## src/rtl/shift_register_unit_pkg.sv

```systemverilog
// Shared encodings for the accumulator/shift unit: shift modes, directions, FSM states.
package shift_register_unit_pkg;

  localparam int unsigned MODE_WIDTH = 2;

  localparam logic [MODE_WIDTH-1:0] MODE_LOG = 2'b00;
  localparam logic [MODE_WIDTH-1:0] MODE_ARI = 2'b01;
  localparam logic [MODE_WIDTH-1:0] MODE_ROT = 2'b10;
  localparam logic [MODE_WIDTH-1:0] MODE_RTC = 2'b11;

  localparam logic DIR_RIGHT = 1'b0;
  localparam logic DIR_LEFT  = 1'b1;

  typedef enum logic [1:0] {
    ST_IDLE  = 2'b00,
    ST_SHIFT = 2'b01,
    ST_DONE  = 2'b10
  } state_e;

endpackage

```

## src/rtl/shift_register_unit_shift_step.sv

```systemverilog
// Combinational single-bit shifter: one step of any shift/rotate mode in either direction.
module shift_register_unit_shift_step
  import shift_register_unit_pkg::*;
#(
  parameter int unsigned DATA_WIDTH = 16
) (
  input  logic [DATA_WIDTH-1:0] word_i,
  input  logic                  carry_i,
  input  logic                  dir_i,
  input  logic [MODE_WIDTH-1:0] mode_i,
  input  logic                  fill_bit_i,
  output logic [DATA_WIDTH-1:0] word_o,
  output logic                  carry_o
);

  logic in_bit;

  always_comb begin
    in_bit  = 1'b0;
    word_o  = word_i;
    carry_o = carry_i;
    if (dir_i == DIR_RIGHT) begin
      case (mode_i)
        MODE_LOG: in_bit = fill_bit_i;
        MODE_ARI: in_bit = word_i[DATA_WIDTH-1];
        MODE_ROT: in_bit = word_i[0];
        default:  in_bit = carry_i;
      endcase
      word_o  = {in_bit, word_i[DATA_WIDTH-1:1]};
      carry_o = word_i[0];
    end else begin
      case (mode_i)
        MODE_LOG: in_bit = fill_bit_i;
        MODE_ARI: in_bit = 1'b0;
        MODE_ROT: in_bit = word_i[DATA_WIDTH-1];
        default:  in_bit = carry_i;
      endcase
      word_o  = {word_i[DATA_WIDTH-2:0], in_bit};
      carry_o = word_i[DATA_WIDTH-1];
    end
  end

endmodule

```

## src/rtl/shift_register_unit.sv

```systemverilog
// PicoComputer accumulator: single-cycle clear/load/inc/dec plus multi-cycle shifts with start/busy/done.
module shift_register_unit
  import shift_register_unit_pkg::*;
#(
  parameter int unsigned DATA_WIDTH  = 16,
  parameter int unsigned SHAMT_WIDTH = 4
) (
  input  logic                   clk,
  input  logic                   rst_n,
  input  logic                   cl,
  input  logic                   ld,
  input  logic [DATA_WIDTH-1:0]  in,
  input  logic                   inc,
  input  logic                   dec,
  input  logic                   shift_start,
  input  logic                   shift_dir,
  input  logic [MODE_WIDTH-1:0]  shift_mode,
  input  logic [SHAMT_WIDTH-1:0] shift_amt,
  input  logic                   fill_bit,
  output logic [DATA_WIDTH-1:0]  out,
  output logic                   carry,
  output logic                   zero,
  output logic                   busy,
  output logic                   done
);

  state_e                 state_q;
  logic [DATA_WIDTH-1:0]  out_q;
  logic                   carry_q;
  logic                   busy_q;
  logic                   done_q;
  logic [SHAMT_WIDTH-1:0] cnt_q;
  logic                   dir_q;
  logic [MODE_WIDTH-1:0]  mode_q;

  logic                   step_dir;
  logic [MODE_WIDTH-1:0]  step_mode;
  logic [DATA_WIDTH-1:0]  out_d;
  logic                   carry_d;

  // The first step is taken on the start edge, so it uses the live controls.
  assign step_dir  = (state_q == ST_SHIFT) ? dir_q  : shift_dir;
  assign step_mode = (state_q == ST_SHIFT) ? mode_q : shift_mode;

  shift_register_unit_shift_step #(
    .DATA_WIDTH (DATA_WIDTH)
  ) u_shift_step (
    .word_i     (out_q),
    .carry_i    (carry_q),
    .dir_i      (step_dir),
    .mode_i     (step_mode),
    .fill_bit_i (fill_bit),
    .word_o     (out_d),
    .carry_o    (carry_d)
  );

  always_ff @(posedge clk or negedge rst_n) begin
    if (!rst_n) begin
      state_q <= ST_IDLE;
      out_q   <= '0;
      carry_q <= 1'b0;
      busy_q  <= 1'b0;
      done_q  <= 1'b0;
      cnt_q   <= '0;
      dir_q   <= DIR_RIGHT;
      mode_q  <= MODE_LOG;
    end else begin
      done_q <= 1'b0;
      case (state_q)
        ST_SHIFT: begin
          if (cl) begin
            out_q   <= '0;
            carry_q <= 1'b0;
            busy_q  <= 1'b0;
            state_q <= ST_IDLE;
          end else if (cnt_q == '0) begin
            busy_q  <= 1'b0;
            done_q  <= 1'b1;
            state_q <= ST_DONE;
          end else begin
            out_q   <= out_d;
            carry_q <= carry_d;
            cnt_q   <= cnt_q - SHAMT_WIDTH'(1);
          end
        end
        default: begin
          state_q <= ST_IDLE;
          if (cl) begin
            out_q   <= '0;
            carry_q <= 1'b0;
          end else if (ld) begin
            out_q   <= in;
            carry_q <= 1'b0;
          end else if (inc) begin
            out_q   <= out_q + DATA_WIDTH'(1);
            carry_q <= &out_q;
          end else if (dec) begin
            out_q   <= out_q - DATA_WIDTH'(1);
            carry_q <= ~|out_q;
          end else if (shift_start) begin
            dir_q  <= shift_dir;
            mode_q <= shift_mode;
            if (shift_amt == '0) begin
              done_q  <= 1'b1;
              state_q <= ST_DONE;
            end else begin
              out_q   <= out_d;
              carry_q <= carry_d;
              cnt_q   <= shift_amt - SHAMT_WIDTH'(1);
              busy_q  <= 1'b1;
              state_q <= ST_SHIFT;
            end
          end
        end
      endcase
    end
  end

  assign out   = out_q;
  assign carry = carry_q;
  assign busy  = busy_q;
  assign done  = done_q;
  assign zero  = ~|out_q;

endmodule

```

## config.mk

```make
export PLATFORM = sky130hd
export DESIGN_NAME = shift_register_unit
export DESIGN_NICKNAME = d
export VERILOG_FILES = /design/src/rtl/shift_register_unit_pkg.sv /design/src/rtl/shift_register_unit_shift_step.sv /design/src/rtl/shift_register_unit.sv
export SDC_FILE = /design/constraint.sdc
export NUM_CORES = 1
export LEC_CHECK = 0
export ABC_AREA = 1
export ABC_CLOCK_PERIOD_IN_PS = 3000
export CAP_MARGIN = 10
export CORE_ASPECT_RATIO = 0.9
export CORE_MARGIN = 1
export CORE_UTILIZATION = 30
export CTS_BUF_LIST = sky130_fd_sc_hd__clkbuf_4 sky130_fd_sc_hd__clkbuf_8 sky130_fd_sc_hd__clkbuf_16
export CTS_CLUSTER_DIAMETER = 80
export DETAILED_ROUTE_END_ITERATION = 10
export PLACE_DENSITY = 0.56
export SLEW_MARGIN = 20
export SYNTH_ARGS = -nofsm -noshare
export SYNTH_HDL_FRONTEND = slang
export SYNTH_SLANG_ARGS = --single-unit
```

## constraint.sdc

```tcl
create_clock -name clk -period 3 [get_ports clk]
set_clock_uncertainty 0.05 [all_clocks]
set_input_delay 0.6 -clock clk [delete_from_list [all_inputs] [get_ports clk]]
set_output_delay 0.6 -clock clk [all_outputs]
set_load 0.05 [all_outputs]
```

==> out/metrics.yaml, run 1 <==
status: "finished, final reports clean"
antenna_cells: 0
syn_nets: 513
use_met1_pct: 28.6
pin_count: 51
path_class: "flip-flop to output pin"
syn-instance-count: 479
grt-ovfl-total: 0
cpPeakStageDelay_ps: 460
grt_pass1_vias: 3222
critical_path.cell_chain: "inv_2, ha_1, nand2_2, nor2_4, nand2_2, nor2_4, nand4_1, nor2_1, nand3_1, nor2_2, buf_12"
nNetsFinal: 560
start_util_pct: 31.0
crit_fanout: 5
avgViaCountPerCell: 5.12
ff2ff_setup_slack_ps: 890
ys_seq_area_share_pct: 23.3
ant_nets: 0
dp_hpwl_um: 6950
setup_ws_ps: 130
arrival_ps: 2220
startpoint_type: "flip-flop"
ys_seq_elements: 28
met2_usage_pct: 30.6
slowest_stage: "dfrtp_2"
die_y_um: 97.0
syn_avg_cell_area_um2: 6.28
finalHoldViolCount: 0
antenna_found_initial: 0
postPlaceCellArea_um2: 3590
power_frac_clock_pct: 18.4
swShare_pct: 44.4
cp_num_buf_inv: 2
vias: 3335
clk_path_buf_depth: 2
clkTransAtPathRegs_ps: 110
cp_top_family: "simple AND/OR/NAND/NOR gates"
internal-power_uw: 788
die_area_um2: 10400
fmax_ghz: 0.348
grt_max_degree: 34
firstDrtPassIters: 5
timing.slew.headroom_pct: 64.9
grt_use_total_pct: 19.8
endpoint_kind: "output pin"
fp.dieW_um: 108
tritoncts: "built"
finalCritPeriodShare_pct: 95.7
syn-cell-area_um2: 3010
setup_viol: 0
yosysUniqueCellTypes: 43
drc: 0
drive_above_1_share_pct: 13.5
grt_pass1_wl_um: 16300
drv_cap: 0
num_rows: 34
clock_latency_ps: 290
p_leak_nw: 1.67
finalMaxSlewViolations: 0
core_um2: 9700
cts_buffers: 3
wl_um: 9700
worst_pin_slew_ps: 525
drt_iter0_markers: 268
area.growth.synth_to_final_pct: 22.6
htree_levels: 1
place_congestion: 0.887
stdcell_area_um2: 3680
seq_power_share_pct: 36.2
grt_busiest_layer: "met2"
hold_class: "flip-flop to flip-flop"
power_switching_uw: 628
cts_hold_buf: 0
cts_sinks: 28
ir_drop_uv: 195
yosysWarnings: 0
p_comb_share_pct: 45.4
fin_crit_ps: 2870
gr-usage-met3_pct: 2.49
cts_root_buffer: "clkbuf_8"
routedWlPerCell_um: 14.9
io_buffers: 50
power_density_nw_per_um2: 384
place_ws_ps: 372
crit_required_ps: 2350
timing repair:
action	CTS	global route
setup buffers	0	4
resized for setup	0	5
setup endpoints to repair	0	1
synth_stat cells, drive strengths merged:
| cell type | number | area, um^2 |
|---|---|---|
| buf | 13 | 119 |
| ha | 3 | 37.5 |
| dfrtp | 28 | 701 |
| o31ai | 2 | 20.0 |
| a31oi | 1 | 6.26 |
| clkinv | 1 | 3.75 |
| nand2 | 131 | 551 |
| clkbuf | 9 | 36.3 |
| a22oi | 7 | 67.6 |
| o21ai | 49 | 275 |
| a211oi | 1 | 7.51 |
| nor3 | 4 | 31.3 |
| a21o | 1 | 7.51 |
| nand3 | 38 | 195 |
| xor2 | 10 | 87.6 |
| mux2i | 1 | 10.0 |
| nor2 | 91 | 423 |
| nor4 | 1 | 6.26 |
| nand4 | 3 | 18.8 |
| a21oi | 31 | 163 |
| o211ai | 6 | 50.1 |
| mux2 | 1 | 11.3 |
| inv | 46 | 173 |
| or2 | 1 | 6.26 |
cell type report:
| class | instances | area [um^2] |
|---|---|---|
| fillers | 1066 | 6010 |
| multi-input cells | 382 | 1980 |
| flip-flops and latches | 28 | 703 |
| repair buffers | 64 | 616 |
| inverters | 47 | 176 |
| well taps | 126 | 158 |
| clock buffers | 4 | 55.1 |
state kept, by name, indices dropped and copies added (netlist names):
signal / flops
done: 1
state_q: 2
cnt_q: 4
out: 16
busy: 1
carry: 1
mode_q: 2
dir_q: 1
power groups by stage:
| stage | Clock (mW) | Sequential [mW] | Combinational [mW] |
|---|---|---|---|
| 2_1_floorplan | 0 | 0.586 | 0.360 |
| 6_report | 0.260 | 0.513 | 0.643 |
| 5_1_grt | 0.287 | 0.524 | 0.711 |
| 3_5_place_dp | 0 | 0.518 | 0.627 |
| 4_1_cts | 0.265 | 0.512 | 0.629 |
| 3_3_place_gp | 0 | 0.517 | 0.622 |
kinds of logic after synthesis:
group | share of synthesized area [%]
AO/OA/AOI/OAI | 19.9
XOR/XNOR | 2.91
adder cells (fa/ha/maj) | 1.25
buffers and inverters | 11.0
flip-flops | 23.3
multiplexers | 0.707
AND/OR/NAND/NOR | 40.9
path summary, 6_finish.rpt:
path,start,to,depth (start not counted)
setup reg to reg,out[0]$_DFFE_PN0P_,carry$_DFFE_PN0P_,12
setup / recovery,out[0]$_DFFE_PN0P_,zero,11
max in group asynchronous,rst_n,out[1]$_DFFE_PN0P_,2
hold reg to reg,cnt_q[2]$_DFFE_PN0P_,cnt_q[2]$_DFFE_PN0P_,2
hold / removal,cnt_q[2]$_DFFE_PN0P_,cnt_q[2]$_DFFE_PN0P_,2
min in group asynchronous,rst_n,done$_DFF_PN0_,2
cells in the final DEF, fill, tap and decap left out, types with 9 or more instances in the layout:
master             n
o21ai_1           19
dfrtp_1           26
inv_1             37
inv_2              9
a21oi_1           29
clkdlybuf4s50_1   49
o21ai_0           22
nand2_1          121
buf_4             14
nor2_1            79
nand3_1           37
xor2_1            10
metrics by stage:
stage          utilization [%]  hold WS [ps]  instances  setup TNS [ps]  power [mW]
3_5_place_dp              37.1           455        643               0        1.15
4_1_cts                   37.6           483        647               0        1.41
2_1_floorplan                -           254        479               0       0.946
6_report                  38.0           472        651               0        1.42
3_3_place_gp              37.1           447        643               0        1.14
5_1_grt                   38.0           515        651           -50.4        1.52
worst reg2reg max path, cell delays in order (launching register included):
cell,delay [ps]
dfrtp_2,460
inv_2,110
ha_1,190
nand2_2,80
nor2_4,160
nand2_2,100
nor2_4,110
nand4_1,120
nor2_1,110
nand3_1,130
o21ai_1,160
nand2_1,110
a21oi_1,130
layer usage:
| layer | vias up | routed length (um) |
|---|---|---|
| met5 | - | 0 |
| met4 | 0 | 149 |
| met3 | 11 | 692 |
| met2 | 129 | 4310 |
| met1 | 1546 | 4550 |
| li1 | 1649 | - |
Note: power is estimated with default switching activity, not from simulation.
==> run 2: changes to the inputs <==
CTS_CLUSTER_SIZE = 40   (was not set)
GPL_TIMING_DRIVEN = 0   (was not set)
==> run 2 against run 1 <==
Compared with the run above:
- global-route usage increased by 0.43 points
- fmax increased by 1.3%
- register-to-register slack improved by 70 ps
- critical path type unchanged
- largest cell class unchanged
==> out/metrics.yaml, run 2 (synthesized netlist as in run 1, its figures left out) <==
drt_iter0_markers: 206  # was 268
arrival_ps: 2180  # was 2220 ps
fmax_ghz: 0.353  # was 0.348 GHz
endpoint_kind: "output pin"  # unchanged
clk_path_buf_depth: 2  # unchanged
wl_um: 10100  # was 9700 um
postPlaceCellArea_um2: 3660  # was 3590 um^2
grt_max_degree: 29  # was 34
cts_hold_buf: 0  # unchanged
endpoint: "zero"  # unchanged
worst_pin_slew_ps: 749  # was 525 ps
power_density_nw_per_um2: 397  # was 384 nW/um^2
setup_ws_ps: 169  # was 130 ps
startpoint_type: "flip-flop"  # unchanged
vias: 3376  # was 3335
finalCritPeriodShare_pct: 94.4  # was 95.7%
nNetsFinal: 578  # was 560
die_y_um: 97.0  # unchanged
fin_crit_ps: 2830  # was 2870 ps
firstDrtPassIters: 4  # was 5
area.growth.synth_to_final_pct: 27.5  # was 22.6%
core_um2: 9700  # unchanged
dp_hpwl_um: 7350  # was 6950 um
hold_class: "primary input to asynchronous set/reset pin"  # was flip-flop to flip-flop
place_ws_ps: -319  # was 372 ps
pin_count: 51  # unchanged
stdcell_area_um2: 3830  # was 3680 um^2
r2r-end: "carry$_DFFE_PN0P_"  # unchanged
whs_ps: 290  # was 472 ps
rsz0062_at_grt: "false"
rr_worst_depth: 12  # unchanged
start_util_pct: 31.0  # unchanged
p_leak_nw: 1.75  # was 1.67 nW
grt_pass1_wl_um: 16500  # was 16300 um
finalMaxSlewViolations: 0  # unchanged
io_buffers: 50  # unchanged
crit_required_ps: 2350  # about the same
cts_sinks: 28  # unchanged
drive_above_1_share_pct: 15.5  # was 13.5%
routedWlPerCell_um: 15.0  # was 14.9 um
fp.dieW_um: 108  # unchanged
crit_path_start: "out[0]$_DFFE_PN0P_"  # unchanged
num_rows: 34  # unchanged
regToRegStartpoint: "out[1]$_DFFE_PN0P_"  # was out[0]$_DFFE_PN0P_
die_area_um2: 10400  # unchanged
htree_levels: 1  # unchanged
ff2ff_setup_slack_ps: 960  # was 890 ps
grt-ovfl-total: 0  # unchanged
place_congestion: 0.941  # was 0.887
ir_drop_uv: 206  # was 195 uV
antenna_cells: 0  # unchanged
post-route-util_pct: 39.5  # was 38.0%
crit_fanout: 6  # was 5
timing.slew.headroom_pct: 50.1  # was 64.9%
nFillCells: 1085  # was 1066
drv_cap: 0  # unchanged
status: "finished, final reports clean"  # unchanged
clkTransAtPathRegs_ps: 110  # about the same
layout_commonest_cell: "nand2_1"  # unchanged
layout_common_cells: "nand2_1, nor2_1, clkdlybuf4s50_1, inv_1, nand3_1"  # unchanged
largest_reg_flops: 16  # unchanged
grt_pass1_vias: 3237  # was 3222
avgViaCountPerCell: 5.05  # was 5.12
cts_root_buffer: "clkbuf_8"  # unchanged
antenna_found_initial: 0  # unchanged
finalHoldViolCount: 0  # unchanged
tritoncts: "built"  # unchanged
clock_latency_ps: 290  # about the same
setup_viol: 0  # unchanged
path_class: "flip-flop to output pin"  # unchanged
drc: 0  # unchanged
ant_nets: 0  # unchanged
grt_use_total_pct: 20.2  # was 19.8%
cts_buffers: 3  # unchanged
-- run 2: cell count changes in the layout (fill, tap and decap cells not counted), moves of 2 or more --
cell,delta
clkbuf_1,+7
inv_2,-2
buf_2,+5
buf_6,+6
clkbuf_2,+2
inv_4,+2
-- run 2: worst min-delay path by stage --
stage | depth (start not counted) | to | slack (ps) | startpoint
final | 1 | cnt_q[2]$_DFFE_PN0P_ | 290 | rst_n
after global routing | 1 | cnt_q[2]$_DFFE_PN0P_ | 350 | rst_n
after CTS | 1 | carry$_DFFE_PN0P_ | 310 | rst_n
after detailed placement | 2 | busy$_DFFE_PN0P_ | 460 | busy$_DFFE_PN0P_
after global placement | 2 | busy$_DFFE_PN0P_ | 440 | busy$_DFFE_PN0P_
after floorplan | 0 | busy$_DFFE_PN0P_ | 250 | rst_n
-- run 2: layer usage --
layer | global-route usage (%) | share of wire (%) | vias up
li1 | - | - | 1687
met1 | 28.6 | 47 | 1562
met2 | 31.8 | 44 | 109
met3 | 1.82 | 6.2 | 18
met4 | 6.95 | 2.4 | 0
met5 | 0 | 0 | -
-- run 2: stage by stage --
| step | instances | TNS (ps) | total power [mW] |
|---|---|---|---|
| 6_report | 669 | 0 | 1.52 |
| 5_1_grt | 669 | 0 | 1.62 |
| 4_1_cts | 659 | 0 | 1.50 |
| 3_5_place_dp | 655 | -319 | 1.16 |
| 3_3_place_gp | 655 | -328 | 1.16 |
| 2_1_floorplan | 479 | 0 | 0.946 |
-- run 2: repair_timing --
item	CTS	global route
gates resized for setup	9	8
setup buffers	0	10
hold endpoints to repair	0	0
pin swaps	0	4
setup endpoints to repair	1	1
-- run 2: critical path: stages (launching register included) --
cell	delay, ps
dfrtp_2	480
inv_4	100
ha_4	140
nand2_2	70
nor2_4	170
nand2_4	80
nor2_4	120
nand4_1	110
nor2_1	150
nand3_1	120
nor2_2	170
buf_6	180
-- run 2: cell type report --
| type | count | area [um^2] | share of cell area [%] |
|---|---|---|---|
| multi-input combinational | 382 | 1990 | 52.0 |
| buffer | 22 | 155 | 4.05 |
| inverter | 47 | 181 | 4.73 |
| timing repair buffer | 60 | 572 | 14.9 |
| tap | 126 | 158 | 4.11 |
| sequential | 28 | 703 | 18.3 |
| clock inverter | 1 | 30.0 | 0.783 |
| clock buffer | 3 | 41.3 | 1.08 |
-- run 2: where the power goes --
| part | internal, mW | leakage (nW) | switching [mW] |
|---|---|---|---|
| sequential | 0.434 | 0.354 | 0.0572 |
| clock | 0.179 | 0.0357 | 0.148 |
| combinational | 0.264 | 1.36 | 0.439 |
| total | 0.877 | 1.75 | 0.644 |
==> run 3: changes to the inputs <==
CORE_UTILIZATION = 59   (was 30)
PLACE_DENSITY = 0.93   (was 0.56)
==> run 3 against run 2 <==
Compared with the run above:
- the run now ends with DRC left
- sequential power is 1% higher
- clock-buffer cell count is 1 higher
- hold slack better by 1.6 ps
- global-route usage is 17 points higher
- non-clock buffer count is 6 lower
- sequential cell count stayed put
- core utilization is 36 points higher
- fmax is 3.2% lower
- die area is 48% lower
- critical path type unchanged
==> out/metrics.yaml, run 3 (synthesized netlist as in run 1, its figures left out) <==
status: "complete, but fails checks"  # was finished, final reports clean
violations: "DRC"
pin_count: 51  # unchanged
finalCritPeriodShare_pct: 97.5  # was 94.4%
dp_hpwl_um: 6990  # was 7350 um
crit_required_ps: 2350  # about the same
ant_nets: 0  # unchanged
drc: 1  # was 0
num_rows: 24  # was 34
rr_worst_depth: 12  # unchanged
arrival_ps: 2270  # was 2180 ps
vias: 3631  # was 3376
worst_pin_slew_ps: 715  # was 749 ps
crit_fanout: 6  # unchanged
setup_viol: 0  # unchanged
die_area_um2: 5390  # was 10400 um^2
grt-ovfl-total: 0  # unchanged
core_um2: 4860  # was 9700 um^2
cts_sinks: 28  # unchanged
endpoint_kind: "output pin"  # unchanged
routedWlPerCell_um: 16.5  # was 15.0 um
drive_above_1_share_pct: 14.3  # was 15.5%
fmax_ghz: 0.342  # was 0.353 GHz
register_area_um2: 703  # unchanged
startpoint_type: "flip-flop"  # unchanged
power_density_nw_per_um2: 393  # was 397 nW/um^2
path_class: "flip-flop to output pin"  # unchanged
avgViaCountPerCell: 6.03  # was 5.05
layout_common_cells: "nand2_1, nor2_1, clkdlybuf4s50_1, inv_1, nand3_1"  # unchanged
ff2ff_setup_slack_ps: 870  # was 960 ps
cts_hold_buf: 0  # unchanged
nNetsFinal: 572  # was 578
multi_input_area_um2: 1980  # was 1990 um^2
grt_pass1_vias: 3410  # was 3237
antenna_found_initial: 0  # unchanged
io_buffers: 50  # unchanged
setup_ws_ps: 76.0  # was 169 ps
grt_use_total_pct: 37.6  # was 20.2%
drt_iter0_markers: 466  # was 206
area.growth.synth_to_final_pct: 22.2  # was 27.5%
finalMaxSlewViolations: 0  # unchanged
grt_max_degree: 29  # unchanged
fp.dieW_um: 77.2  # was 108 um
r2r-end: "carry$_DFFE_PN0P_"  # unchanged
clkTransAtPathRegs_ps: 110  # about the same
wl_um: 9930  # was 10100 um
clock_latency_ps: 290  # about the same
hold_class: "primary input to asynchronous set/reset pin"  # unchanged
largest_reg_flops: 16  # unchanged
rsz0062_at_grt: "false"  # unchanged
layout_commonest_cell: "nand2_1"  # unchanged
clk_path_buf_depth: 2  # unchanged
timing.slew.headroom_pct: 52.3  # was 50.1%
cts_root_buffer: "clkbuf_8"  # unchanged
cts_buffers: 3  # unchanged
tritoncts: "built"  # unchanged
grt_pass1_wl_um: 16000  # was 16500 um
nFillCells: 420  # was 1085
regToRegStartpoint: "out[0]$_DFFE_PN0P_"  # was out[1]$_DFFE_PN0P_
start_util_pct: 61.8  # was 31.0%
place_congestion: 1.02  # was 0.941
htree_levels: 1  # unchanged
fin_crit_ps: 2920  # was 2830 ps
firstDrtPassIters: 10  # was 4
p_leak_nw: 1.71  # was 1.75 nW
report.power.total_mw: 1.44  # was 1.52 mW
die_y_um: 69.7  # was 97.0 um
place_ws_ps: -278  # was -319 ps
finalHoldViolCount: 0  # unchanged
antenna_cells: 0  # unchanged
ir_drop_uv: 261  # was 206 uV
drv_cap: 0  # unchanged
run 3: repair_timing:
action                     4_1_cts  5_1_grt
setup endpoints to repair        1        1
buffers inserted                 0        4
pin swaps                        0        1
gates resized for setup          7        5
run 3: layout make-up:
cell class,count,area share (%)
inverter,47,4.80
buffer,22,4.22
sequential,28,19.1
timing repair buffer,54,14.3
multi-input combinational,382,53.8
tap,65,2.21
clock buffer,4,1.50
run 3: stage by stage:
step,utilization [%],area [um^2],hold slack [ps],instances,setup TNS [ps]
after floorplan,-,3010,254,479,0
final,75.5,3670,291,602,0
after global placement,73.8,3590,444,594,-238
after global routing,75.5,3670,340,602,0
after detailed placement,73.7,3580,450,594,-278
after CTS,74.7,3640,319,598,0
run 3: layer usage:
| metal | wire (um) | GRT usage, % | part of all wire, % | vias up |
|---|---|---|---|---|
| li1 | - | - | - | 1675 |
| met1 | 3850 | 48.7 | 39 | 1637 |
| met2 | 4520 | 60.0 | 46 | 272 |
| met3 | 1160 | 6.84 | 12 | 47 |
| met4 | 402 | 18.4 | 4.0 | 0 |
| met5 | 0 | 0 | 0 | - |
run 3: where the power goes:
group | leakage [nW] | internal [mW] | total (mW) | switching [mW]
Clock | 0.0288 | 0.118 | 0.256 | 0.137
Combinational | 1.32 | 0.248 | 0.692 | 0.444
Sequential | 0.354 | 0.434 | 0.496 | 0.0622
run 3: worst max-delay path by stage:
| stage | slack, ps | endpoint | startpoint | cells after the start |
|---|---|---|---|---|
| 2_1_floorplan | 40 | zero | out[0]$_DFFE_PN0P_ | 10 |
| 3_3_place_gp | -240 | zero | out[0]$_DFFE_PN0P_ | 11 |
| 3_5_place_dp | -280 | zero | out[0]$_DFFE_PN0P_ | 11 |
| 4_1_cts | 10 | zero | out[0]$_DFFE_PN0P_ | 11 |
| 5_1_grt | 20 | zero | out[0]$_DFFE_PN0P_ | 11 |
| 6_report | 80 | zero | out[0]$_DFFE_PN0P_ | 11 |
run 3: critical path, stage by stage, from the launching register on:
cell	delay (ps)
dfrtp_2	470
inv_2	120
ha_1	190
nand2_2	90
nor2_4	150
nand2_2	130
nor2_4	140
nand4_1	130
nor2_1	120
nand3_1	130
nor2_2	150
buf_6	170
